## config.mk

```make
export PLATFORM = sky130hd
export DESIGN_NAME = osd_trace_depacketization
export DESIGN_NICKNAME = d
export VERILOG_FILES = /design/src/rtl/osd_trace_depacketization.sv
export SDC_FILE = /design/constraint.sdc
export NUM_CORES = 1
export LEC_CHECK = 0
export CORE_MARGIN = 2
export CORE_UTILIZATION = 41
export CTS_CLUSTER_SIZE = 24
export DETAILED_ROUTE_END_ITERATION = 12
export PLACE_DENSITY = 0.89
export SYNTH_ARGS = -nofsm -noshare
export SYNTH_HDL_FRONTEND = slang
export SYNTH_SLANG_ARGS = --single-unit
export TNS_END_PERCENT = 10
```

## constraint.sdc

```tcl
create_clock -name clk -period 1.8 [get_ports clk]
set_input_delay 0.36 -clock clk [delete_from_list [all_inputs] [get_ports clk]]
set_output_delay 0.36 -clock clk [all_outputs]
set_load 0.02 [all_outputs]
```

## src/rtl/osd_trace_depacketization.sv

```systemverilog
// Trace-event depacketizer: rebuilds WIDTH-bit samples/overflow notices from DII flits.
// Define OSD_TRACE_DEPACK_ERRCNT_EN to enable the saturating malformed-packet counter.
package osd_trace_pkg;
    typedef struct packed {
        logic        valid;
        logic        last;
        logic [15:0] data;
    } dii_flit;
endpackage

module osd_trace_depacketization
    import osd_trace_pkg::*;
#(
    parameter int WIDTH = 34
) (
    input  logic             clk,
    input  logic             rst,
    input  logic [9:0]       id,
    input  dii_flit          debug_in,
    output logic             debug_in_ready,
    output logic [WIDTH-1:0] sample_data,
    output logic [15:0]      sample_src,
    output logic             sample_overflow,
    output logic [15:0]      sample_lost,
    output logic             sample_valid,
    input  logic             sample_ready,
    output logic [15:0]      err_count
);

    localparam int NW = (WIDTH + 15) / 16;
    localparam int CW = (NW > 1) ? $clog2(NW) : 1;

    typedef enum logic [2:0] {
        S_DEST,
        S_SRC,
        S_FLAGS,
        S_PAYLOAD,
        S_TAIL,
        S_DROP,
        S_OUTPUT
    } state_t;

    state_t             state_q, state_d;
    logic [CW-1:0]      cnt_q, cnt_d;
    logic [NW*16-1:0]   buf_q, buf_d;
    logic [15:0]        src_q, src_d;
    logic [15:0]        lost_q, lost_d;
    logic               ovf_q, ovf_d;
    logic               err_inc;
    logic               acc;
    logic               final_w;
    logic               bad_type;

    assign debug_in_ready = rst && (state_q != S_OUTPUT);
    assign sample_valid   = rst && (state_q == S_OUTPUT);
    assign acc            = debug_in.valid && debug_in_ready;

    assign final_w  = ovf_q ? (cnt_q == '0) : (cnt_q == CW'(NW - 1));
    assign bad_type = (debug_in.data[15:14] != 2'b10) ||
                      (debug_in.data[13:10] > 4'd1);

    always_comb begin
        state_d = state_q;
        cnt_d   = cnt_q;
        buf_d   = buf_q;
        src_d   = src_q;
        lost_d  = lost_q;
        ovf_d   = ovf_q;
        err_inc = 1'b0;
        unique case (state_q)
            S_DEST: begin
                if (acc && !debug_in.last) begin
                    if (debug_in.data == {6'b0, id}) state_d = S_SRC;
                    else                             state_d = S_DROP;
                end
            end
            S_SRC: begin
                if (acc) begin
                    src_d = debug_in.data;
                    if (debug_in.last) begin
                        err_inc = 1'b1;
                        state_d = S_DEST;
                    end else begin
                        state_d = S_FLAGS;
                    end
                end
            end
            S_FLAGS: begin
                if (acc) begin
                    if (bad_type || debug_in.last) begin
                        err_inc = 1'b1;
                        state_d = debug_in.last ? S_DEST : S_DROP;
                    end else begin
                        // clear assembly so a short packet cannot leak old words
                        ovf_d   = debug_in.data[10];
                        cnt_d   = '0;
                        buf_d   = '0;
                        lost_d  = '0;
                        state_d = S_PAYLOAD;
                    end
                end
            end
            S_PAYLOAD: begin
                if (acc) begin
                    cnt_d = cnt_q + 1'b1;
                    if (ovf_q) begin
                        lost_d = debug_in.data;
                    end else begin
                        for (int k = 0; k < NW; k++) begin
                            if (cnt_q == CW'(k)) buf_d[16*k +: 16] = debug_in.data;
                        end
                    end
                    if (final_w) begin
                        state_d = debug_in.last ? S_OUTPUT : S_TAIL;
                    end else if (debug_in.last) begin
                        err_inc = 1'b1;
                        state_d = S_DEST;
                    end
                end
            end
            S_TAIL: begin
                if (acc && debug_in.last) begin
                    err_inc = 1'b1;
                    state_d = S_OUTPUT;
                end
            end
            S_DROP: begin
                if (acc && debug_in.last) state_d = S_DEST;
            end
            S_OUTPUT: begin
                if (sample_ready) state_d = S_DEST;
            end
            default: state_d = S_DEST;
        endcase
    end

    always_ff @(posedge clk) begin
        if (!rst) begin
            state_q <= S_DEST;
            cnt_q   <= '0;
            buf_q   <= '0;
            src_q   <= '0;
            lost_q  <= '0;
            ovf_q   <= 1'b0;
        end else begin
            state_q <= state_d;
            cnt_q   <= cnt_d;
            buf_q   <= buf_d;
            src_q   <= src_d;
            lost_q  <= lost_d;
            ovf_q   <= ovf_d;
        end
    end

    assign sample_data     = buf_q[WIDTH-1:0];
    assign sample_src      = src_q;
    assign sample_overflow = ovf_q;
    assign sample_lost     = lost_q;

    logic unused_pad;
    assign unused_pad = ^buf_q;

`ifdef OSD_TRACE_DEPACK_ERRCNT_EN
    logic [15:0] err_q;

    always_ff @(posedge clk) begin
        if (!rst) begin
            err_q <= '0;
        end else if (err_inc && (err_q != 16'hFFFF)) begin
            err_q <= err_q + 16'd1;
        end
    end

    assign err_count = err_q;
`else
    logic unused_err;
    assign unused_err = err_inc;
    assign err_count  = '0;
`endif

endmodule

```

### Yosys cells after proc, flatten, opt, wreduce, memory -nomap -nowiden

Index checks and enable logic that the tools add are counted.

* reduce and logical (&&, ||, !) cells: 19
* muxes and demuxes: 33
* magnitude comparators: 1
* bitwise gates (word level): 1
* equal/unequal tests: 25
* add/subtract/negate cells: 1

Operator list (number)
* 2-to-1 mux 34 bit: 4
* 2-to-1 mux 16 bit: 6
* one-hot mux 34 bit (2 select lines): 1
* 2-to-1 mux 3 bit: 12
* one-hot mux 16 bit (2 select lines): 1
* inequality test 2 bit (second input constant): 14
* one-hot mux 3 bit (7 select lines): 1
* AND reduction 6 bit: 3
* == test 16 x 10 -> 1 bit: 1
* 2-to-1 mux 2 bit: 6
* == test 3 bit (second input constant): 3
* AND reduction 8 bit: 1
* == test 3 x 2 -> 1 bit (second input constant): 2
* inequality test 3 bit (second input constant): 2
* logical AND 1 bit: 5
* AND reduction 5 bit: 1
* > comparator 4 x 1 -> 1 bit (second input constant): 1
* one-hot mux 2 bit (2 select lines): 1
* AND reduction 4 bit: 1
* == test 3 x 1 -> 1 bit (second input constant): 1
* logical NOT 3 bit: 1
* AND reduction 3 bit: 1
* adder 2 x 1 -> 2 bit (second input constant): 1
* == test 2 x 1 -> 1 bit (second input constant): 1
* other kinds (8): 9

* logic and storage cells: 88
* bits in registers: 72
* output and inout port bits: 85

### Longest topological paths before layout

* depth after elaboration: 6
* depth in mapped cells: 7

### Worst setup path before layout

Ideal clock, no wire load.

* path kind: input to register
* start: input port debug_in[11] (netlist bit)
* end: register buf_q[1]
* path buffers: 1
* slack: 16 ps
* data required time: 1685 ps
* stages on the path: 6
* arrival: 1669 ps
* cell sequence: or4_4 -> nor4_4 -> o21ai_2 -> buf_6 -> nand3_1 -> o21ai_2

* word-level cells in the longest chain between the ends: 5

RTL lines
* start, declared: line 19 `input dii_flit debug_in,`
* > comparator 4 x 1 -> 1 bit: line 60 `(debug_in.data[13:10] > 4'd1);`
* logical OR 1 bit: line 59 `assign bad_type = (debug_in.data[15:14] != 2'b10) ||`
* logical OR 1 bit: line 90 `if (bad_type || debug_in.last) begin`
* inequality test 2 bit (no line)
* AND reduction 6 bit (no line)
* end signal, assigned: line 148 `buf_q <= buf_d;`
* end, declared: line 45 `logic [NW*16-1:0] buf_q, buf_d;`

Every way passes these cells.
A chain may end at the register's enable or synchronous reset.

### Final worst setup path

* start: input port debug_in[13] (netlist bit)
* end: register lost_q[5], in the netlist sample_lost[5]

* word-level cells in the longest chain between the ends: 5

RTL lines
* > comparator 4 x 1 -> 1 bit: line 60
* logical OR 1 bit: line 59
* logical OR 1 bit: line 90
* inequality test 2 bit (no line)
* AND reduction 5 bit (no line)
* end signal, assigned: line 150 `lost_q <= lost_d;`
* end, declared: line 47 `logic [15:0] lost_q, lost_d;`

Every way passes these cells.

==> run metrics <==
HP Class=in -> reg; Via density=5.14; area delta synth->final=50.2%; critical hold path startpoint=debug_in[14]; ys flop type=dfxtp_1; 1st-iter DRT viols=148; # IOs=116; Total GRT Usage=0.215; TritonCTS clock tree=built; Hold Crit Depth=4; crit path cell chain=clkdlybuf4s15_1, or4_4, nor4_4, buf_6, o21ai_4, clkbuf_16, nand3_1, o21ai_1; Yosys top cell area share=0.433; Port Buffers=99; core area=7810 um2; first-pass GRT wire length=14,600 um; vias in the first global route=2,953; Initial Utilization=0.426; Reg2Reg Depth=7; clk slew on worst S/H paths=0.08 ns; hold endpoint=sample_src[14]$_SDFFE_PN0P_; CTS sink cnt=72; Max Clk Rate=565 MHz; Residual DRC=0; Yosys warnings=0; Clock Skew=0.00689 ns; synth top area cells=dfxtp_1, o21ai_2, nand3_1; CP max stage cell=or4_4; DIE AREA=8850 um2; antenna violations before repair=0; First-pass DRT Iterations=4; WL/cell=16.6 um; Synth Area per Inst=9.64 um2; DRT Wirelength=9640 um; nets@finish=508; Final Hold Fails=0; Std-Cell Rows=32; GRT Max-Usage Layer=met2; outcome=completed; MaxCap Viol Count=0; met2 Resource Use GR=0.359; CP arrival=2.01 ns; Syn Std Cell Area=3330 um2; total grt overflow=0; DR vias=2,985; post-synth top area cell=dfxtp_1; Crit Path Category=in -> reg; met3 Use GR=0.0706; setup TNS=0 ns; Syn Inst Count=345; H-Tree Depth=3; Seq cells post-synth=72; max-slew violations=0; diode count=0; Final ANT Viol Nets=0; CTS buffer count=9; required time of the critical path=2.04 ns; commonest non-fill, non-tap cells in the layout=clkdlybuf4s50_1, dfxtp_1, nand3_1; final worst-path cycle share=0.983; async set or reset register ratio after synthesis=0; Detailed Place HPWL=6520 um; critical path fanouts, max=8; Worst Setup End Kind=flip-flop; PD cells=701 nW/um2; layout cells sized above 1=0.261; Setup violations, final=0; worst skew pair latency=0.36 ns; die width=94.1 um; number of distinct library cells after synthesis=46; Post-synth EDFFs=0; Reg2Reg Capture Point=sample_lost[5]$_SDFFE_PN0P_; Final Wtd Congestion=0.891; most common cell after layout, fill and taps aside=clkdlybuf4s50_1; Pleak=1.79 nW; hold slack=0.419 ns; largest net degree at the start of global routing=46; reg2reg start=state_q[1]$_SDFFE_PN0P_; Max stage delay on crit path=0.52 ns; worst reg-to-reg setup slack=0.09 ns; Max IR drop VDD=0.552 mV; RSZ-0062 raised after global routing=no; Startpoint Class=primary input; met1 Usage GRT=0.261; hold buffer count at cts=0; Seq/Total Area, Yosys=0.433; final critical-path required period=1.77 ns; clk buf depth=2; clock root buffer=clkbuf_8; Vert. Die Dim=94.1 um
## per-stage QoR
stage	cell area [um2]	util	std cells	total power, mW	setup WS (ns)
floorplan	3380	-	360	1.83	0.0158
global placement	4560	0.584	559	1.96	-0.438
detailed placement	4560	0.584	559	1.97	-0.480
CTS	4920	0.630	580	3.50	-0.0169
global route	4990	0.640	581	3.60	0.0160
finish	4990	0.640	581	3.50	0.0315
## synth_stat cells, types with 2 or more instances
cell type,number
dfxtp_1,72
nand3_1,42
o21ai_2,32
nand2_1,25
nor2b_1,24
buf_4,19
o21ai_1,19
mux2i_1,18
nand3_2,10
buf_6,9
clkbuf_1,6
o21ai_0,6
xor2_1,6
nor2_1,4
xnor2_1,4
buf_1,3
ha_1,3
inv_1,3
nand4_1,3
nor3_1,3
a21boi_0,2
a21oi_1,2
and2_1,2
buf_2,2
clkbuf_8,2
nor4_1,2
o21a_1,2
o22ai_1,2
## metal layers
metal  wire [um]  part of all wire  vias to the layer above
met5           0                 0                        -
met4         164             0.017                        0
met3         717             0.074                       17
met2        4850              0.50                      131
met1        3900              0.40                     1393
li1            -                 -                     1444
## flip-flops by register name, indices dropped and copies added (netlist names)
| register | flops |
|---|---|
| sample_overflow | 1 |
| buf_q | 34 |
| sample_src | 16 |
| sample_lost | 16 |
| state_q | 3 |
| cnt_q | 2 |
## kinds of logic after synthesis
group,after synthesis,synth area share
and+or+nand+nor,125,0.219
DFF,72,0.433
AOI/OAI and AO/OA,71,0.155
buffers and inverters,45,0.0997
muxes,18,0.0542
xor gates and xnor gates,10,0.0263
adders and majority gates,3,0.0113
other,1,0.00113
## how the worst max path moves through the flow
stage | from | endpoint | slack (ns)
after CTS | debug_in[11] | buf_q[28]$_SDFFE_PN0P_ | -0.02
after floorplan | debug_in[11] | buf_q[1]$_SDFFE_PN0P_ | 0.02
after detailed placement | debug_in[11] | cnt_q[1]$_SDFFE_PN0P_ | -0.48
after global placement | debug_in[11] | state_q[2]$_SDFFE_PN0P_ | -0.44
after global routing | state_q[2]$_SDFFE_PN0P_ | sample_valid | 0.02
final | debug_in[13] | sample_lost[5]$_SDFFE_PN0P_ | 0.03
## critical path: cells and delay by family
| family | cells | cell delay [ns] |
|---|---|---|
| AO/OA/AOI/OAI | 2 | 0.19 |
| buffers and inverters | 3 | 0.55 |
| AND/OR/NAND/NOR | 3 | 0.91 |
## timing repair
item / in CTS / in global routing
endpoints found under the hold margin: 0 / 0
endpoints found under the setup margin: 55 / 36
pin swaps: 6 / 10
setup buffers: 3 / 0
gates resized for setup: 15 / 20
gates cloned: 2 / 2
## report_power, final
group          leakage, nW  switching [mW]  internal [mW]  total (mW)
Combinational         1.09           0.171          0.158       0.329
Clock                0.121           0.631          0.930        1.56
Sequential           0.581         0.00768           1.60        1.61
Total                 1.79           0.810           2.69        3.50
## cell type report
class                   instances  area, um2
multi-input cells             243       1690
inverters                       3       11.3
flip-flops and latches         72       1440
clock inverters                 6        116
well taps                     102        128
clock buffers                  10        128
fillers                       643       2810
repair buffers                145       1480
No activity file was read; power rests on OpenSTA's default activity.
